`config.mk`:
```
export PLATFORM = sky130hd
export DESIGN_NAME = small_env_meter
export DESIGN_NICKNAME = d
export VERILOG_FILES = /design/src/rtl/small_env_meter_pkg.sv /design/src/rtl/small_env_meter_abs_sat.sv /design/src/rtl/small_env_meter.sv
export SDC_FILE = /design/constraint.sdc
export NUM_CORES = 1
export LEC_CHECK = 0
export ABC_AREA = 1
export CAP_MARGIN = 0
export CORE_MARGIN = 2
export CORE_UTILIZATION = 53
export CTS_BUF_LIST = sky130_fd_sc_hd__clkbuf_4 sky130_fd_sc_hd__clkbuf_8
export CTS_CLUSTER_SIZE = 28
export DETAILED_ROUTE_END_ITERATION = 12
export DONT_BUFFER_PORTS = 1
export GPL_TIMING_DRIVEN = 0
export PLACE_DENSITY = 0.73
export SLEW_MARGIN = 20
export SYNTH_ARGS = -nofsm -noshare
export SYNTH_HDL_FRONTEND = slang
export SYNTH_HIERARCHICAL = 1
export SYNTH_SLANG_ARGS = --single-unit
```
`constraint.sdc`:
```
create_clock -name clk -period 3.2 [get_ports clk]
set_input_delay 0.8 -clock clk [delete_from_list [all_inputs] [get_ports clk]]
set_output_delay 0.8 -clock clk [all_outputs]
set_load 0.01 [all_outputs]
```
`src/rtl/small_env_meter_pkg.sv`:
```
// Shared definitions for the small-filter family: meter state encoding and a
// saturating signed-magnitude helper usable by any block on the filter path.
package small_env_meter_pkg;

  // One-bit state encoding for the envelope meter.
  typedef enum logic {
    ST_SETTLE = 1'b0,
    ST_ACCUM  = 1'b1
  } meter_state_t;

  // Saturating |x| for a signed value of the given width (1..32), carried in a
  // 32-bit sign-extended container. The most negative value maps to the most
  // positive one, so the result always fits in width-1 bits.
  function automatic logic [31:0] abs_sat(input logic signed [31:0] x,
                                          input int unsigned width);
    logic signed [31:0] most_neg;
    most_neg = -(32'sd1 <<< (width - 1));
    if (x == most_neg) begin
      return (32'd1 << (width - 1)) - 32'd1;
    end else if (x < 0) begin
      return $unsigned(-x);
    end else begin
      return $unsigned(x);
    end
  endfunction

endpackage

```
`src/rtl/small_env_meter_abs_sat.sv`:
```
// Combinational saturating magnitude of a signed WIDTH-bit sample.
module small_abs_sat
  import small_env_meter_pkg::*;
#(
  parameter int WIDTH = 16
) (
  input  logic [WIDTH-1:0] x,
  output logic [WIDTH-1:0] mag
);

  assign mag = WIDTH'(abs_sat(32'($signed(x)), WIDTH));

endmodule

```
`src/rtl/small_env_meter.sv`:
```
// Windowed envelope meter: peak and mean magnitude over 2^WIN_SHIFT accepted
// samples, after discarding SETTLE start-up samples, with a valid/ready result
// port and a sticky overrun flag.
//
//   state     | meaning
//   ----------+---------------------------------------------------------
//   ST_SETTLE | discarding start-up samples, nothing accumulated
//   ST_ACCUM  | accumulating windows, result posted at every window close
module small_env_meter
  import small_env_meter_pkg::*;
#(
  parameter int WIDTH     = 16,
  parameter int WIN_SHIFT = 10,
  parameter int SETTLE    = 0
) (
  input  logic             clk,
  input  logic             rst,
  input  logic             en,
  input  logic [WIDTH-1:0] dataIn,
  output logic [WIDTH-1:0] peakOut,
  output logic [WIDTH-1:0] meanOut,
  output logic             outValid,
  input  logic             outReady,
  output logic             overrun
);

  localparam int SUM_W = WIDTH + WIN_SHIFT;
  localparam meter_state_t RESET_STATE = (SETTLE > 0) ? ST_SETTLE : ST_ACCUM;
  localparam logic [15:0] SETTLE_LAST = 16'((SETTLE > 0) ? SETTLE - 1 : 0);
  localparam logic [WIN_SHIFT-1:0] CNT_LAST = {WIN_SHIFT{1'b1}};

  meter_state_t         state;
  meter_state_t         next_state;
  logic [WIDTH-1:0]     mag;
  logic [15:0]          settle_cnt;
  logic [WIN_SHIFT-1:0] cnt;
  logic [WIDTH-1:0]     peak_acc;
  logic [SUM_W-1:0]     sum_acc;

  logic                 settle_done;
  logic                 accum_hit;
  logic                 win_close;
  logic [WIDTH-1:0]     peak_next;
  logic [SUM_W-1:0]     sum_next;
  logic [WIDTH-1:0]     mean_next;

  small_abs_sat #(.WIDTH(WIDTH)) u_abs (
    .x   (dataIn),
    .mag (mag)
  );

  // Accumulator values including the sample at this edge; the window result
  // is taken from these so the closing sample is never lost.
  assign peak_next = (mag > peak_acc) ? mag : peak_acc;
  assign sum_next  = sum_acc + SUM_W'(mag);
  assign mean_next = sum_next[WIN_SHIFT +: WIDTH];

  // State register.
  always_ff @(posedge clk) begin
    if (rst) begin
      state <= RESET_STATE;
    end else begin
      state <= next_state;
    end
  end

  // Next state and per-edge decode of what an accepted sample does.
  always_comb begin
    next_state  = state;
    settle_done = 1'b0;
    accum_hit   = 1'b0;
    win_close   = 1'b0;
    case (state)
      ST_SETTLE: begin
        if (en) begin
          settle_done = (settle_cnt == SETTLE_LAST);
          if (settle_done) begin
            next_state = ST_ACCUM;
          end
        end
      end
      ST_ACCUM: begin
        if (en) begin
          accum_hit = 1'b1;
          win_close = (cnt == CNT_LAST);
        end
      end
    endcase
  end

  // Settle counter: counts discarded start-up samples.
  always_ff @(posedge clk) begin
    if (rst) begin
      settle_cnt <= '0;
    end else if (settle_done) begin
      settle_cnt <= '0;
    end else if ((state == ST_SETTLE) && en) begin
      settle_cnt <= settle_cnt + 16'd1;
    end
  end

  // Window accumulators; a closing window reloads them as empty so the next
  // window starts cleanly at the following accepted sample.
  always_ff @(posedge clk) begin
    if (rst) begin
      cnt      <= '0;
      peak_acc <= '0;
      sum_acc  <= '0;
    end else if (accum_hit) begin
      if (win_close) begin
        cnt      <= '0;
        peak_acc <= '0;
        sum_acc  <= '0;
      end else begin
        cnt      <= cnt + WIN_SHIFT'(1);
        peak_acc <= peak_next;
        sum_acc  <= sum_next;
      end
    end
  end

  // Result registers and handshake; a new result always wins over an accept,
  // and overwriting an unaccepted result sets the sticky overrun.
  always_ff @(posedge clk) begin
    if (rst) begin
      peakOut  <= '0;
      meanOut  <= '0;
      outValid <= 1'b0;
      overrun  <= 1'b0;
    end else if (win_close) begin
      peakOut  <= peak_next;
      meanOut  <= mean_next;
      outValid <= 1'b1;
      if (outValid && !outReady) begin
        overrun <= 1'b1;
      end
    end else if (outValid && outReady) begin
      outValid <= 1'b0;
    end
  end

endmodule

```
## Word level (Yosys, flattened, before mapping)

Cells that the tools add are included.

| cells by class | value |
|---|---|
| $add $sub $neg | 4 |
| eq/ne operators | 2 |
| bitwise logic cells | 1 |
| $lt $le $gt $ge | 2 |
| multiplexer cells | 16 |
| reductions and logical operators | 9 |

Operators with widths:

| cell | count |
|---|---|
| 16-bit 2-to-1 mux | 4 |
| 26-bit by 16-bit adder with 26-bit output | 1 |
| 26-bit 2-to-1 mux | 1 |
| 16-bit by 1-bit adder with 16-bit output (second input constant) | 1 |
| 16-bit == test (second input constant) | 1 |
| 16-bit > comparator | 1 |
| 16-bit zero test | 1 |
| 16-bit by 1-bit < comparator with 1-bit output (second input constant) | 1 |
| 16-bit negator | 1 |
| 10-bit by 1-bit adder with 10-bit output (second input constant) | 1 |
| 10-bit == test (second input constant) | 1 |
| 1-bit 2-to-1 mux | 10 |
| 10-bit 2-to-1 mux | 1 |
| 2-bit OR reduction | 2 |
| 1-bit logical AND | 3 |
| 2-bit AND reduction | 1 |
| 2-bit nonzero test | 1 |
| 1-bit zero test | 1 |
| 1-bit NOT | 1 |

| storage, ports and cells | value |
|---|---|
| input port bits | 20 |
| output and inout port bits | 34 |
| flip-flop bits (word level) | 103 |

## Longest topological paths before layout

| logic depth | value |
|---|---|
| word-level depth | 6 |
| depth in mapped cells | 27 |

## Modules after synthesis

Netlist, hierarchy kept.

Modules (own cells, without submodules):

| module | cells an instance | area an instance (um^2) | times used |
|---|---|---|---|
| small_env_meter | 992 | 6269.8 | 1 |
| small_abs_sat | 102 | 520.5 | 1 |

## Worst setup path after synthesis

Ideal clock, no wire load.

| timing path | value |
|---|---|
| path kind | input to register |
| start point | input port dataIn[0] |
| end point | register meanOut[14] |
| data required time | 3.085 ns |
| cell stages on the path | 22 |
| data arrival time | 3.156 ns |
| path slack | -0.071 ns |
| buffers on the path | 1 |
| cell sequence | inv_1 -> ha_1 -> nand2_1 -> nor2_1 -> nand2_1 -> inv_1 -> nand3_2 -> buf_6 -> nand2_1 -> ha_1 -> inv_1 -> fa_1 -> inv_1 -> nand3_1 -> nand3_1 -> nand2_1 -> nand2_1 -> nand3_1 -> nand3_1 -> nand2_1 -> o21ai_0 -> inv_1 |

| on the way | value |
|---|---|
| cells in the longest elaborated chain, start to end | 4 |
| elaborated cells on any way between the ends | 6 |
| those cells by class | add/sub: 2; order compare: 1; eq/ne: 1; mux: 2 |

RTL lines:

| element | line | text |
|---|---|---|
| start, declared | small_env_meter.sv:19 | `input logic [WIDTH-1:0] dataIn,` |
| 16-bit negator / 16-bit by 1-bit < comparator with 1-bit output (equally long branches) | small_env_meter_pkg.sv:21, small_env_meter_pkg.sv:20 |  |
| 16-bit 2-to-1 mux | small_env_meter_pkg.sv:20 | `end else if (x < 0) begin` |
| 16-bit 2-to-1 mux * | small_env_meter_pkg.sv:18 | `if (x == most_neg) begin` |
| via mag[0] | small_env_meter.sv:34 | `logic [WIDTH-1:0] mag;` |
| 26-bit by 16-bit adder with 26-bit output * | small_env_meter.sv:55 | `assign sum_next = sum_acc + SUM_W'(mag);` |
| end signal, assigned | small_env_meter.sv:132 | `meanOut <= mean_next;` |
| end, declared | small_env_meter.sv:21 | `output logic [WIDTH-1:0] meanOut,` |

The timed path passes the listed nets; every way through them passes the cells marked *.
A chain may end at the register's enable or synchronous reset.

## Final worst setup path

| timing path | value |
|---|---|
| start point | input port dataIn[0] |
| end point | register meanOut[1] |

The elaborated chain is that of the path after synthesis.

==> qor.csv <==
metric;value;unit
grtUsageTotal;25.7;%
grt_util_met3;4.89;%
antenna-diode-count;0;
required;3480;ps
area_growth;8.64;%
post-place-cells;1266;
h_tree_depth;3;
synth_top_cell_area_share;30.4;%
io_pins;54;
worst_margin_pin_slew;591;ps
initial_core_util;54.0;%
global_route.usage.met1;33.6;%
hold-worst-slack;469;ps
startpoint_type;input port;
yosysTopAreaCell;dfxtp_1;
fin_skew;8.25;ps
ys.flop_type;dfxtp_1;
slew-limit-headroom;60.6;%
synthMostInstantiatedCell;nand2_1;
clock_tree_from_tritoncts;yes;
post-route-min-period;3030;ps
globalplace.congestion;0.911;
cts-hold-fix-buffers;0;
max_freq;330;MHz
worst_skew_pair.late_latency;380;ps
rows;41;
cts-root-to-sink-buffers;2;
grt_antenna_before_repair;0;
synth.area.top_cells;dfxtp_1 (30%), nand2_1 (20%), inv_1 (8.9%);
detail_route.drc_violations;0;
first_pass_iters;6;
cts_root_buf;clkbuf_8;
cts_buffers;9;
fraction_of_registers_with_async_set_or_reset_after_synthesis;0;%
routed_wirelength;17300;µm
syn_inst;1094;
finalSetupViolations;0;
die_height;117;µm
yosys_synthesis_warning_count;6;
synth_area_per_cell;6.21;µm²
result_of_the_run;finished, final reports clean;
cts.sink_count;103;
grt_pass1_vias;5851;
crit_type;in -> reg;
met2_usage;42.5;%
hold_path.class;reg -> reg;
drt-initial-drc-count;387;
pin_count_of_the_biggest_net_entering_global_routing;17;
critical_path.max_fanout;6;
n_fill_cell;1270;
fin_nets;1168;
synth_seq_cells;103;
design.die.area;13700;µm²
top_cells_by_instance_count_after_synthesis;nand2_1 (356), inv_1 (161), nor2_1 (119);
post_synth_instance_area;6790;µm²
io_buffer_count;0;
timing_hold_violations_final;0;
cp_data_arrival_time;3310;ps
fin_util;58.7;%
cp-end-kind;flip-flop;
detail_route.wl_per_cell;13.4;µm
synthesis.nets;1151;
grt_pass1_wl;27600;µm
route.vias.total;6626;
synth.yosys.seq_area_share;30.4;%
power_density;436;nW/µm²
dpl.hpwl;13600;µm
period_utilization_post_route;94.8;%
design.core.area;12600;µm²
synth-edff-count;0;
grt_overflow_total;0;
maximum_resistive_drop_on_vdd;260;µV
p_leak;3.61;nW
antenna_violating_nets_post_route;0;
slew_viol_final;0;
post_synth_num_cell_types;39;
path_clk_slew;90;ps
viasPerCell;5.15;
cap_viol_max_count;0;
final_cells;1287;
global_route_layer_with_the_greatest_usage;met2;
die_span_in_x;117;µm
drive_above_1_share;7.80;%
flip-flops by register name (all words and copies together), names as in the netlist:
register	count
outValid	1
peak_acc	16
cnt	10
sum_acc	26
peakOut	16
overrun	1
state	1
settle_cnt	16
meanOut	16
stage by stage:
step	setup TNS [ps]	total power [mW]	setup slack [ps]	cell area, µm²
after global routing	-13.4	3.41	-13.4	7380
after detailed placement	-24640	2.34	-596	7020
after floorplan	0	2.12	23.3	6800
after CTS	0	3.21	38.8	7260
after global placement	-21940	2.32	-554	7020
final	0	3.22	165	7380
path summary, 6_finish.rpt:
path | startpoint | endpoint | slack, ps | depth (start not counted)
max | dataIn[0] | meanOut[1] | 170 | 20
min | peak_acc[3] | peak_acc[3] | 470 | 2
max reg2reg | sum_acc[0] | meanOut[2] | 1150 | 14
min reg2reg | peak_acc[3] | peak_acc[3] | 470 | 2
cell usage in the layout, fill, tap and decap left out, drive strengths merged, types with 6 or more instances in the layout:
master,Yosys,routed
nand2,357,357
inv,162,163
nor2,123,123
dfxtp,103,103
nand3,102,102
a21oi,75,75
ha,36,36
clkbuf,13,25
buf,19,24
o21ai,21,21
xor2,17,17
nand4,12,12
nor3,12,12
a21o,8,8
nand3b,6,6
critical path, stage by stage:
cell and delay [ps]:
inv_2 70, ha_2 190, nand2_2 90, nor2_4 100, nand2_2 80, inv_2 80
nand3_4 90, buf_8 170, nand2_1 130, ha_1 330, nand2_1 120, nand3_1 210
nand2_1 110, nand3_1 190, nand2_1 140, nand3_1 90, nand2_1 130, nand2_1 60
o211ai_1 70, inv_1 60
cell type report:
| class | count | area (µm²) | area share (%) |
|---|---|---|---|
| multi-input combinational | 797 | 4040 | 54.8 |
| buffer | 32 | 186 | 2.53 |
| sequential | 103 | 2060 | 28.0 |
| timing repair buffer | 6 | 62.6 | 0.848 |
| clock buffer | 11 | 145 | 1.97 |
| tap | 172 | 215 | 2.92 |
| inverter | 162 | 611 | 8.28 |
| clock inverter | 4 | 53.8 | 0.729 |
layer usage:
metal / routed length [µm] / part of all wire, %
met1: 7850 / 45
met2: 7990 / 46
met3: 963 / 5.6
met4: 495 / 2.9
met5: 0 / 0
kinds of logic (layout without fill, tap and decap cells):
group | after synthesis | after routing | synth area share, %
and+or+nand+nor | 626 | 626 | 39.3
AOI/OAI and AO/OA | 114 | 114 | 9.12
buffers and inverters | 194 | 215 | 11.7
DFF | 103 | 103 | 30.4
xor gates and xnor gates | 20 | 20 | 2.58
adders and majority gates | 37 | 37 | 6.93
power by group:
part,internal [mW],switching (mW)
Combinational,0.337,0.648
Clock,0.391,0.462
Sequential,1.35,0.0348
timing repair:
action                                  CTS  global route
cloned                                    0             1
resized for setup                        11            19
endpoints found under the setup margin   27            54
setup buffers                             3             2
pin swaps                                 1             3
Power figures use the tool's default switching activity.
